### src/rtl/romulus_tbc_sequencer_pkg.sv
// Shared encodings, default configuration and helpers for the Romulus TBC sequencer.
package romulus_tbc_sequencer_pkg;

   localparam logic [2:0] OP_KEY     = 3'd0;
   localparam logic [2:0] OP_TWEAK   = 3'd1;
   localparam logic [2:0] OP_ABSORB  = 3'd2;
   localparam logic [2:0] OP_TBC     = 3'd3;
   localparam logic [2:0] OP_CORRECT = 3'd4;
   localparam logic [2:0] OP_INCR    = 3'd5;
   localparam logic [2:0] OP_INIT    = 3'd6;
   localparam logic [2:0] OP_NOP     = 3'd7;

   typedef enum logic [3:0] {
      S_IDLE, S_KEY, S_TWEAK, S_ABSORB, S_RUN, S_CORR, S_INCR, S_INIT, S_NOP
   } state_t;

   localparam logic [5:0] RC_INIT = 6'h01;

   localparam int DEF_ROUNDS       = 40;
   localparam int DEF_CLKS_PER_RND = 4;
   localparam int DEF_KEYSHARES    = 2;
   localparam int DEF_STATESHARES  = 2;
   localparam int DEF_BUSW         = 32;

   // Beats needed to move `shares` 128-bit words over a BUSW-wide bus.
   function automatic int beat_count(input int shares, input int busw);
      return (128 * shares) / busw;
   endfunction

   function automatic int max_of3(input int a, input int b, input int c);
      int m;
      m = (a > b) ? a : b;
      return (m > c) ? m : c;
   endfunction

endpackage

### src/rtl/romulus_tbc_sequencer_rc_lfsr.sv
// Skinny 6-bit round-constant LFSR with load-init, advance and clear controls.
module skinny_rc_lfsr
   import romulus_tbc_sequencer_pkg::*;
(
   input  logic       clk,
   input  logic       rst,
   input  logic       load,
   input  logic       adv,
   input  logic       clr,
   output logic [5:0] rc
);

   always_ff @(posedge clk) begin
      if (rst || clr) begin
         rc <= '0;
      end else if (load) begin
         rc <= RC_INIT;
      end else if (adv) begin
         rc <= {rc[4:0], rc[5] ^ rc[4] ^ 1'b1};
      end
   end

endmodule

### src/rtl/romulus_tbc_sequencer.sv
// Command sequencer for the Romulus masked datapath: one command in, cycle-exact strobes out.
// Define ROMULUS_SEQ_ABORT_EN to add the abort/aborted handshake.
module romulus_tbc_sequencer
   import romulus_tbc_sequencer_pkg::*;
#(
   parameter int ROUNDS       = DEF_ROUNDS,
   parameter int CLKS_PER_RND = DEF_CLKS_PER_RND,
   parameter int KEYSHARES    = DEF_KEYSHARES,
   parameter int STATESHARES  = DEF_STATESHARES,
   parameter int BUSW         = DEF_BUSW
) (
   input  logic                    clk,
   input  logic                    rst,
   input  logic                    cmd_valid,
   output logic                    cmd_ready,
   input  logic [2:0]              cmd_op,
   input  logic [7:0]              cmd_domain,
   input  logic                    cmd_iv,
   input  logic                    bus_valid,
   output logic                    bus_ready,
   output logic                    done,
`ifdef ROMULUS_SEQ_ABORT_EN
   input  logic                    abort,
   output logic                    aborted,
`endif
   output logic                    srst,
   output logic                    senc,
   output logic                    sen,
   output logic                    xrst,
   output logic                    xenc,
   output logic                    xen,
   output logic                    yrst,
   output logic                    yenc,
   output logic                    yen,
   output logic                    zrst,
   output logic                    zenc,
   output logic                    zen,
   output logic                    erst,
   output logic                    correct_cnt,
   output logic                    iv,
   output logic [1:0]              share_en,
   output logic [CLKS_PER_RND-1:0] ring_en,
   output logic [5:0]              constant,
   output logic [7:0]              domain
);

   localparam int KEY_BEATS   = beat_count(KEYSHARES, BUSW);
   localparam int TWEAK_BEATS = beat_count(1, BUSW);
   localparam int STATE_BEATS = beat_count(STATESHARES, BUSW);
   localparam int CNT_W       = $clog2(max_of3(ROUNDS, KEY_BEATS, STATE_BEATS) + 1);

   localparam logic [CNT_W-1:0] KEY_LAST   = CNT_W'(KEY_BEATS - 1);
   localparam logic [CNT_W-1:0] TWEAK_LAST = CNT_W'(TWEAK_BEATS - 1);
   localparam logic [CNT_W-1:0] STATE_LAST = CNT_W'(STATE_BEATS - 1);
   localparam logic [CNT_W-1:0] ROUND_LAST = CNT_W'(ROUNDS - 1);
   localparam logic [CNT_W-1:0] CORR_LAST  = CNT_W'(KEYSHARES - 1);

   if (ROUNDS > 63) begin : g_rounds_check
      $error("romulus_tbc_sequencer: ROUNDS above 63 is not supported");
   end
   if (CLKS_PER_RND < 2 || KEYSHARES < 1 || KEYSHARES > 2) begin : g_cfg_check
      $error("romulus_tbc_sequencer: CLKS_PER_RND must be >= 2 and KEYSHARES 1 or 2");
   end

   state_t                  state, state_next;
   logic [CNT_W-1:0]        cnt;
   logic [CLKS_PER_RND-1:0] ring;
   logic                    iv_q, done_q;
   logic [7:0]              domain_q;
   logic                    accept, cnt_clr, cnt_inc, fin, stop, abort_hit;
   logic                    rc_load, rc_adv, ring_load, ring_rot;
   logic                    ring_top;
   logic [5:0]              rc;

   assign ring_top = ring[CLKS_PER_RND-1];
   // Any transition back to IDLE (normal finish or abort) retires the ring and constant.
   assign stop     = (state != S_IDLE) && (state_next == S_IDLE);

`ifdef ROMULUS_SEQ_ABORT_EN
   assign abort_hit = abort && (state != S_IDLE);
`else
   assign abort_hit = 1'b0;
`endif

   always_comb begin
      state_next  = state;
      cmd_ready   = 1'b0;
      bus_ready   = 1'b0;
      srst        = 1'b0;
      senc        = 1'b0;
      sen         = 1'b0;
      xrst        = 1'b0;
      xenc        = 1'b0;
      xen         = 1'b0;
      yrst        = 1'b0;
      yenc        = 1'b0;
      yen         = 1'b0;
      zrst        = 1'b0;
      zenc        = 1'b0;
      zen         = 1'b0;
      correct_cnt = 1'b0;
      iv          = 1'b0;
      share_en    = 2'b00;
      accept      = 1'b0;
      cnt_clr     = 1'b0;
      cnt_inc     = 1'b0;
      fin         = 1'b0;
      rc_load     = 1'b0;
      rc_adv      = 1'b0;
      ring_load   = 1'b0;
      ring_rot    = 1'b0;
      case (state)
         S_IDLE: begin
            cmd_ready = 1'b1;
            if (cmd_valid) begin
               accept  = 1'b1;
               cnt_clr = 1'b1;
               case (cmd_op)
                  OP_KEY:     state_next = S_KEY;
                  OP_TWEAK:   state_next = S_TWEAK;
                  OP_ABSORB:  state_next = S_ABSORB;
                  OP_TBC: begin
                     state_next = S_RUN;
                     rc_load    = 1'b1;
                     ring_load  = 1'b1;
                  end
                  OP_CORRECT: state_next = S_CORR;
                  OP_INCR:    state_next = S_INCR;
                  OP_INIT:    state_next = S_INIT;
                  default:    state_next = S_NOP;
               endcase
            end
         end
         S_KEY: begin
            bus_ready = bus_valid;
            xrst      = bus_valid;
            cnt_inc   = bus_valid;
            fin       = bus_valid && (cnt == KEY_LAST);
         end
         S_TWEAK: begin
            bus_ready = bus_valid;
            yrst      = bus_valid;
            cnt_inc   = bus_valid;
            fin       = bus_valid && (cnt == TWEAK_LAST);
         end
         S_ABSORB: begin
            bus_ready = bus_valid;
            sen       = 1'b1;
            iv        = iv_q;
            cnt_inc   = bus_valid;
            fin       = bus_valid && (cnt == STATE_LAST);
         end
         S_RUN: begin
            sen      = 1'b1;
            xen      = 1'b1;
            senc     = 1'b1;
            xenc     = 1'b1;
            yenc     = 1'b1;
            zenc     = 1'b1;
            yen      = ring_top;
            zen      = ring_top;
            ring_rot = 1'b1;
            rc_adv   = ring_top;
            cnt_inc  = ring_top;
            fin      = ring_top && (cnt == ROUND_LAST);
         end
         S_CORR: begin
            xen      = 1'b1;
            share_en = (cnt == '0) ? 2'b01 : 2'b10;
            yen      = (cnt == '0);
            zen      = (cnt == '0);
            cnt_inc  = 1'b1;
            fin      = (cnt == CORR_LAST);
         end
         S_INCR: begin
            zen         = 1'b1;
            correct_cnt = 1'b1;
            fin         = 1'b1;
         end
         S_INIT: begin
            zrst = 1'b1;
            srst = 1'b1;
            fin  = 1'b1;
         end
         S_NOP:   fin = 1'b1;
         default: state_next = S_IDLE;
      endcase
      if (fin || abort_hit) state_next = S_IDLE;
   end

   always_ff @(posedge clk) begin
      if (rst) begin
         state    <= S_IDLE;
         cnt      <= '0;
         ring     <= '0;
         domain_q <= '0;
         done_q   <= 1'b0;
      end else begin
         state  <= state_next;
         done_q <= fin && !abort_hit;
         if (cnt_clr) cnt <= '0;
         else if (cnt_inc) cnt <= cnt + CNT_W'(1);
         if (stop) ring <= '0;
         else if (ring_load) ring <= CLKS_PER_RND'(1);
         else if (ring_rot) ring <= {ring[CLKS_PER_RND-2:0], ring_top};
         if (accept) domain_q <= cmd_domain;
      end
   end

   always_ff @(posedge clk) begin
      if (accept) iv_q <= cmd_iv;
   end

`ifdef ROMULUS_SEQ_ABORT_EN
   logic aborted_q;
   always_ff @(posedge clk) begin
      if (rst) aborted_q <= 1'b0;
      else aborted_q <= abort_hit;
   end
   assign aborted = aborted_q;
`endif

   skinny_rc_lfsr u_rc (
      .clk  (clk),
      .rst  (rst),
      .load (rc_load),
      .adv  (rc_adv),
      .clr  (stop),
      .rc   (rc)
   );

   assign done     = done_q;
   assign erst     = rst;
   assign ring_en  = ring;
   assign constant = rc;
   assign domain   = domain_q;

endmodule

### config.mk
export PLATFORM = sky130hd
export DESIGN_NAME = romulus_tbc_sequencer
export DESIGN_NICKNAME = d
export VERILOG_FILES = /design/src/rtl/romulus_tbc_sequencer_pkg.sv /design/src/rtl/romulus_tbc_sequencer_rc_lfsr.sv /design/src/rtl/romulus_tbc_sequencer.sv
export SDC_FILE = /design/constraint.sdc
export NUM_CORES = 1
export LEC_CHECK = 0
export CORE_AREA = 2 2 52 102
export CTS_CLUSTER_SIZE = 8
export DETAILED_ROUTE_END_ITERATION = 10
export DIE_AREA = 0 0 54 104
export GPL_ROUTABILITY_DRIVEN = 0
export SYNTH_ARGS = -nofsm -noshare
export SYNTH_HDL_FRONTEND = slang
export SYNTH_SLANG_ARGS = --single-unit
### constraint.sdc
create_clock -name clk -period 3.85 [get_ports clk]
set_input_delay 0.5775 -clock clk [delete_from_list [all_inputs] [get_ports clk]]
set_output_delay 0.5775 -clock clk [all_outputs]
set_load 0.005 [all_outputs]
==> results <==
- The flow ran to the end, and the final reports show no timing, DRC or antenna violations.
- In the post-route analysis, the smallest setup slack over all paths is 0.923 ns.
- After clock tree synthesis, the clock-pin slew on the worst setup and hold paths is 0.07 ns.
- In the global route stage, met1 resource usage came out at 17.1%.
- The proportion of layout cells with a drive suffix above 1 is 9.40%.
- In this run the tightest slew margin relative to its limit is 34.8%.
- The via count of the first global-routing pass is 1511.
- The die extent in y is 104 um.
- The cell total after placement is 283.
- The number of library cell types mapped by synthesis is 52.
- The total negative slack is 0 ns.
- The critical path ends at zen.
- The final critical path takes up 76.0% of the cycle.
- The number of hold buffers added after CTS is 0.
- The simple-gate area share of the yosys netlist is 28.4%.
- The number of gates resized after CTS was 0.
- Fill cells in the final layout number 501.
- TritonCTS built the clock tree.
- The proportion of register bits with asynchronous set or reset after synthesis is 0%.
- In the routed design, unresolved DRC markers number 0.
- The worst setup path is captured at an output port.
- The worst hold path belongs to the class register to register.
- Setup violations remaining at the end of the flow were counted as 0.
- The final-report hold violation count was 0.
- The net switching fraction of the power is 30.0%.
- By startpoint and endpoint, the worst setup path is classified as register to output port.
- Multiplexer cells account for 5.84% of the synthesized area.
- The total clock buffers created by CTS is 5.
- The worst slack at placement is 1.23 ns.
- The standard-cell row count is 36.
- The synthesized netlist occupies a cell area of 1630 um^2.
- The Yosys step of the flow raised 0 warnings.
- The area growth from synthesis to layout is 36.3%.
- The final net count is 252.
- For this run, the total global-route usage over all layers was measured as 16.8%.
- The core box area is 4860 um^2.
- In this run, the number of DRC markers left after iteration 0 of detailed routing was 18.
- The post-layout utilization of the core is 45.7%.
- The highest clock frequency the design can meet is 342 MHz.
- Max-cap violations in this run came to 0.
- The routed wire length is 4350 um.
- STA puts the critical path data arrival time at 2.35 ns.
- After synthesis the netlist holds a flip-flop and latch count of 30.
- For the worst flop-to-flop path, the logic depth is 4.
- For the worst setup path, the data required time is 3.27 ns.
- The number of I/O pins is 54.
- For this design the ratio of total power to cell area is 353 nW/um^2.
- Counting every net in the synthesized netlist gives 206.
- For the finished layout, the period the worst path requires is 2.93 ns.
- Of all nets on the critical path, the largest fanout is 11.
- Post-CTS timing repair inserted 0 buffers for setup.
- The wire length per cell is 15.0 um.
- The net load switching power is 0.000235 W.
- In this run the most used layer during global routing was met2.
- Setup repair after global routing left no endpoint under its margin.
- Across all hold checks on the routed design, the worst slack comes to 0.453 ns.
- The sequential cells in the finished layout cover a total of 611 um^2.
- The leakage power is 0.793 nW.
- The startpoint of the worst register-to-register path is state[2].
- The internal power of the cells totals 0.000550 W.
- The detailed placement HPWL is 3340 um.
- The number of clock sinks is 30.
- For this run, the detailed router's first-pass iteration total came to 4.
- The initial antenna violation count is 0.
- The number of flops mapped to enable cells by yosys is 1.
- The detail route stage leaves a number of antenna-violating nets equal to 0.
- The cell count after synthesis came out at 187.
- The effective utilization at floorplan is 33.5%.
- The longest clock path from root to sink contains 2 buffers.
- The H-tree was split into 2 levels.
- The worst IR drop on VDD is 270 uV.
- The share of total power in the clock network is 33.1%.
- The sequential-to-total area share from yosys stat is 37.5%.
- The overflow left after global routing is 0.
- The clock tree skew after final layout is 0.00711 ns.
- In the synthesized netlist the dominant register cell turns out to be dfxtp_1.
- The share of total power dissipated in combinational logic is 22.2%.
- The critical path launch point is state[2].
- After synthesis, the largest family of logic cells by area is simple AND/OR/NAND/NOR gates.
- The count of port buffers added during placement is 53.
- The synthesized netlist devotes 15.7% of its cell area to compound gates.
- The clock root buffer is clkbuf_8.
- The global routing met3 resource utilization is 3.02%.
- Measured along the x axis, the die boundary spans 54 um.
- The count of antenna diodes in the layout is 0.
- The post-synthesis share of cell area spent on full adders, half adders and majority gates is 2.30%.
- Summing the areas of all xor and xnor instances in the mapped netlist gives 1.61% of the synthesized area.
- The pin count of the biggest net entering global routing is 19.
- The die area is 5620 um^2.
- The global-route wire length before repair is 7070 um.
- The fraction of met2 tracks used by global routing is 31.1%.
- The sequential fraction of design power is 44.7%.
- Across all layers, the routed design uses 1512 vias.
- The critical path launch point type is a register.
- The count of pins over their slew limit is 0.
- Using the TritonRoute via totals, the vias-per-cell ratio works out to 5.20.
- The final cell count without fillers is 291.
- The pin slew with the least headroom to its limit is 0.979 ns.
- The area of the multi-input gates is 878 um^2.
- The clock reaches the later pin of the worst-skew pair after 0.29 ns.
- The mean instance size in the synthesized netlist is 8.71 um^2.
- The endpoint of the worst register-to-register path is done.
- The worst-case register-to-register setup slack is 1.66 ns.
-- kinds of logic (layout without fill, tap and decap cells) --
kind of cell,Yosys count,count (layout)
XOR/XNOR,3,3
adder cells (fa/ha/maj),3,3
AO/OA/AOI/OAI,36,36
flip-flops,30,30
AND/OR/NAND/NOR,83,83
buffers and inverters,23,70
multiplexers,9,9
-- worst min-delay path by stage --
stage | startpoint | end | slack [ns] | cells after the start
after floorplan | domain[0] | domain[0] | 0.45 | 2
after global placement | domain[4] | domain[4] | 0.44 | 2
after detailed placement | domain[4] | domain[4] | 0.45 | 2
after CTS | domain[4] | domain[4] | 0.46 | 2
after global routing | domain[4] | domain[4] | 0.49 | 2
final | domain[4] | domain[4] | 0.45 | 2
-- final cells by class --
type                            instances  share of cell area (%)
Clock buffer                            5                    3.10
Clock inverter                          3                   0.901
Inverter                                7                    1.18
Multi-Input combinational cell        134                    39.5
Sequential cell                        30                    27.5
Tap cell                               57                    3.21
Timing Repair Buffer                   55                    24.6
-- state kept, by name (all words and copies together), names as in the netlist --
name,flops
cnt,6
domain,8
done,1
iv_q,1
ring_en,4
state,4
u_rc.rc,6
-- worst max-delay path, stage by stage, from the launching register on --
cell,delay (ns)
dfxtp_1,0.55
nor2b_1,0.26
nand3b_1,0.17
nor4_1,0.43
or3_1,0.17
clkdlybuf4s50_1,0.48
-- metal layers --
metal | part of all wire (%) | vias to the layer above
met3 | 2.5 | 7
met5 | 0 | -
met1 | 37 | 719
met4 | 1.9 | 0
li1 | - | 760
met2 | 58 | 26
-- power by group through the flow --
| stage | Sequential (W) | Clock, W | Combinational (W) |
|---|---|---|---|
| floorplan | 0.000346 | 0 | 0.000112 |
| global placement | 0.000357 | 0 | 0.000178 |
| detailed placement | 0.000358 | 0 | 0.000177 |
| CTS | 0.000351 | 0.000270 | 0.000178 |
| global route | 0.000354 | 0.000281 | 0.000193 |
| finish | 0.000351 | 0.000260 | 0.000174 |
-- cells in the final DEF (no fill, tap or decap), types with 2 or more instances in the layout --
cell type and instances:
clkdlybuf4s50_1 53, dfxtp_1 29, nand2_1 28, nor2_1 11
nor4_1 11, a21oi_1 11, mux2i_1 8, inv_1 5
nor3_1 5, clkbuf_8 5, or3_1 4, o31ai_1 4
nand2b_1 3, nand3_1 3, a21boi_0 3, ha_1 3
inv_2 2, nor2b_1 2, and2_1 2, and4_1 2
a211oi_1 2, xor2_1 2, or4_1 2, o211ai_1 2
o21ai_0 2, buf_4 2
-- metrics by stage --
stage	power (W)	area [um^2]
final	0.000785	2220
after global routing	0.000827	2220
after CTS	0.000798	2220
after detailed placement	0.000535	2130
after global placement	0.000535	2130
after floorplan	0.000458	1630
-- synthesized netlist by cell type, types with 2 or more instances --
cell,n,area (um^2)
inv_2,2,7.51
or4_1,2,15.0
nand3_1,3,15.0
o21ai_0,2,10.0
nor2_1,11,41.3
and4_1,2,17.5
a21boi_0,3,22.5
o211ai_1,2,15.0
or3_1,4,25.0
inv_1,5,18.8
nand2_1,28,105
buf_2,4,20.0
nor4_1,11,68.8
clkbuf_1,2,7.51
ha_1,3,37.5
dfxtp_1,29,581
nor3_1,5,25.0
nand2b_1,3,18.8
a21oi_1,11,55.1
o31ai_1,4,30.0
mux2i_1,8,80.1
buf_6,3,33.8
and2_1,2,12.5
nor2b_1,2,12.5
xor2_1,2,17.5
buf_4,7,52.6
a211oi_1,2,15.0
Note: power is estimated with default switching activity, not from simulation.
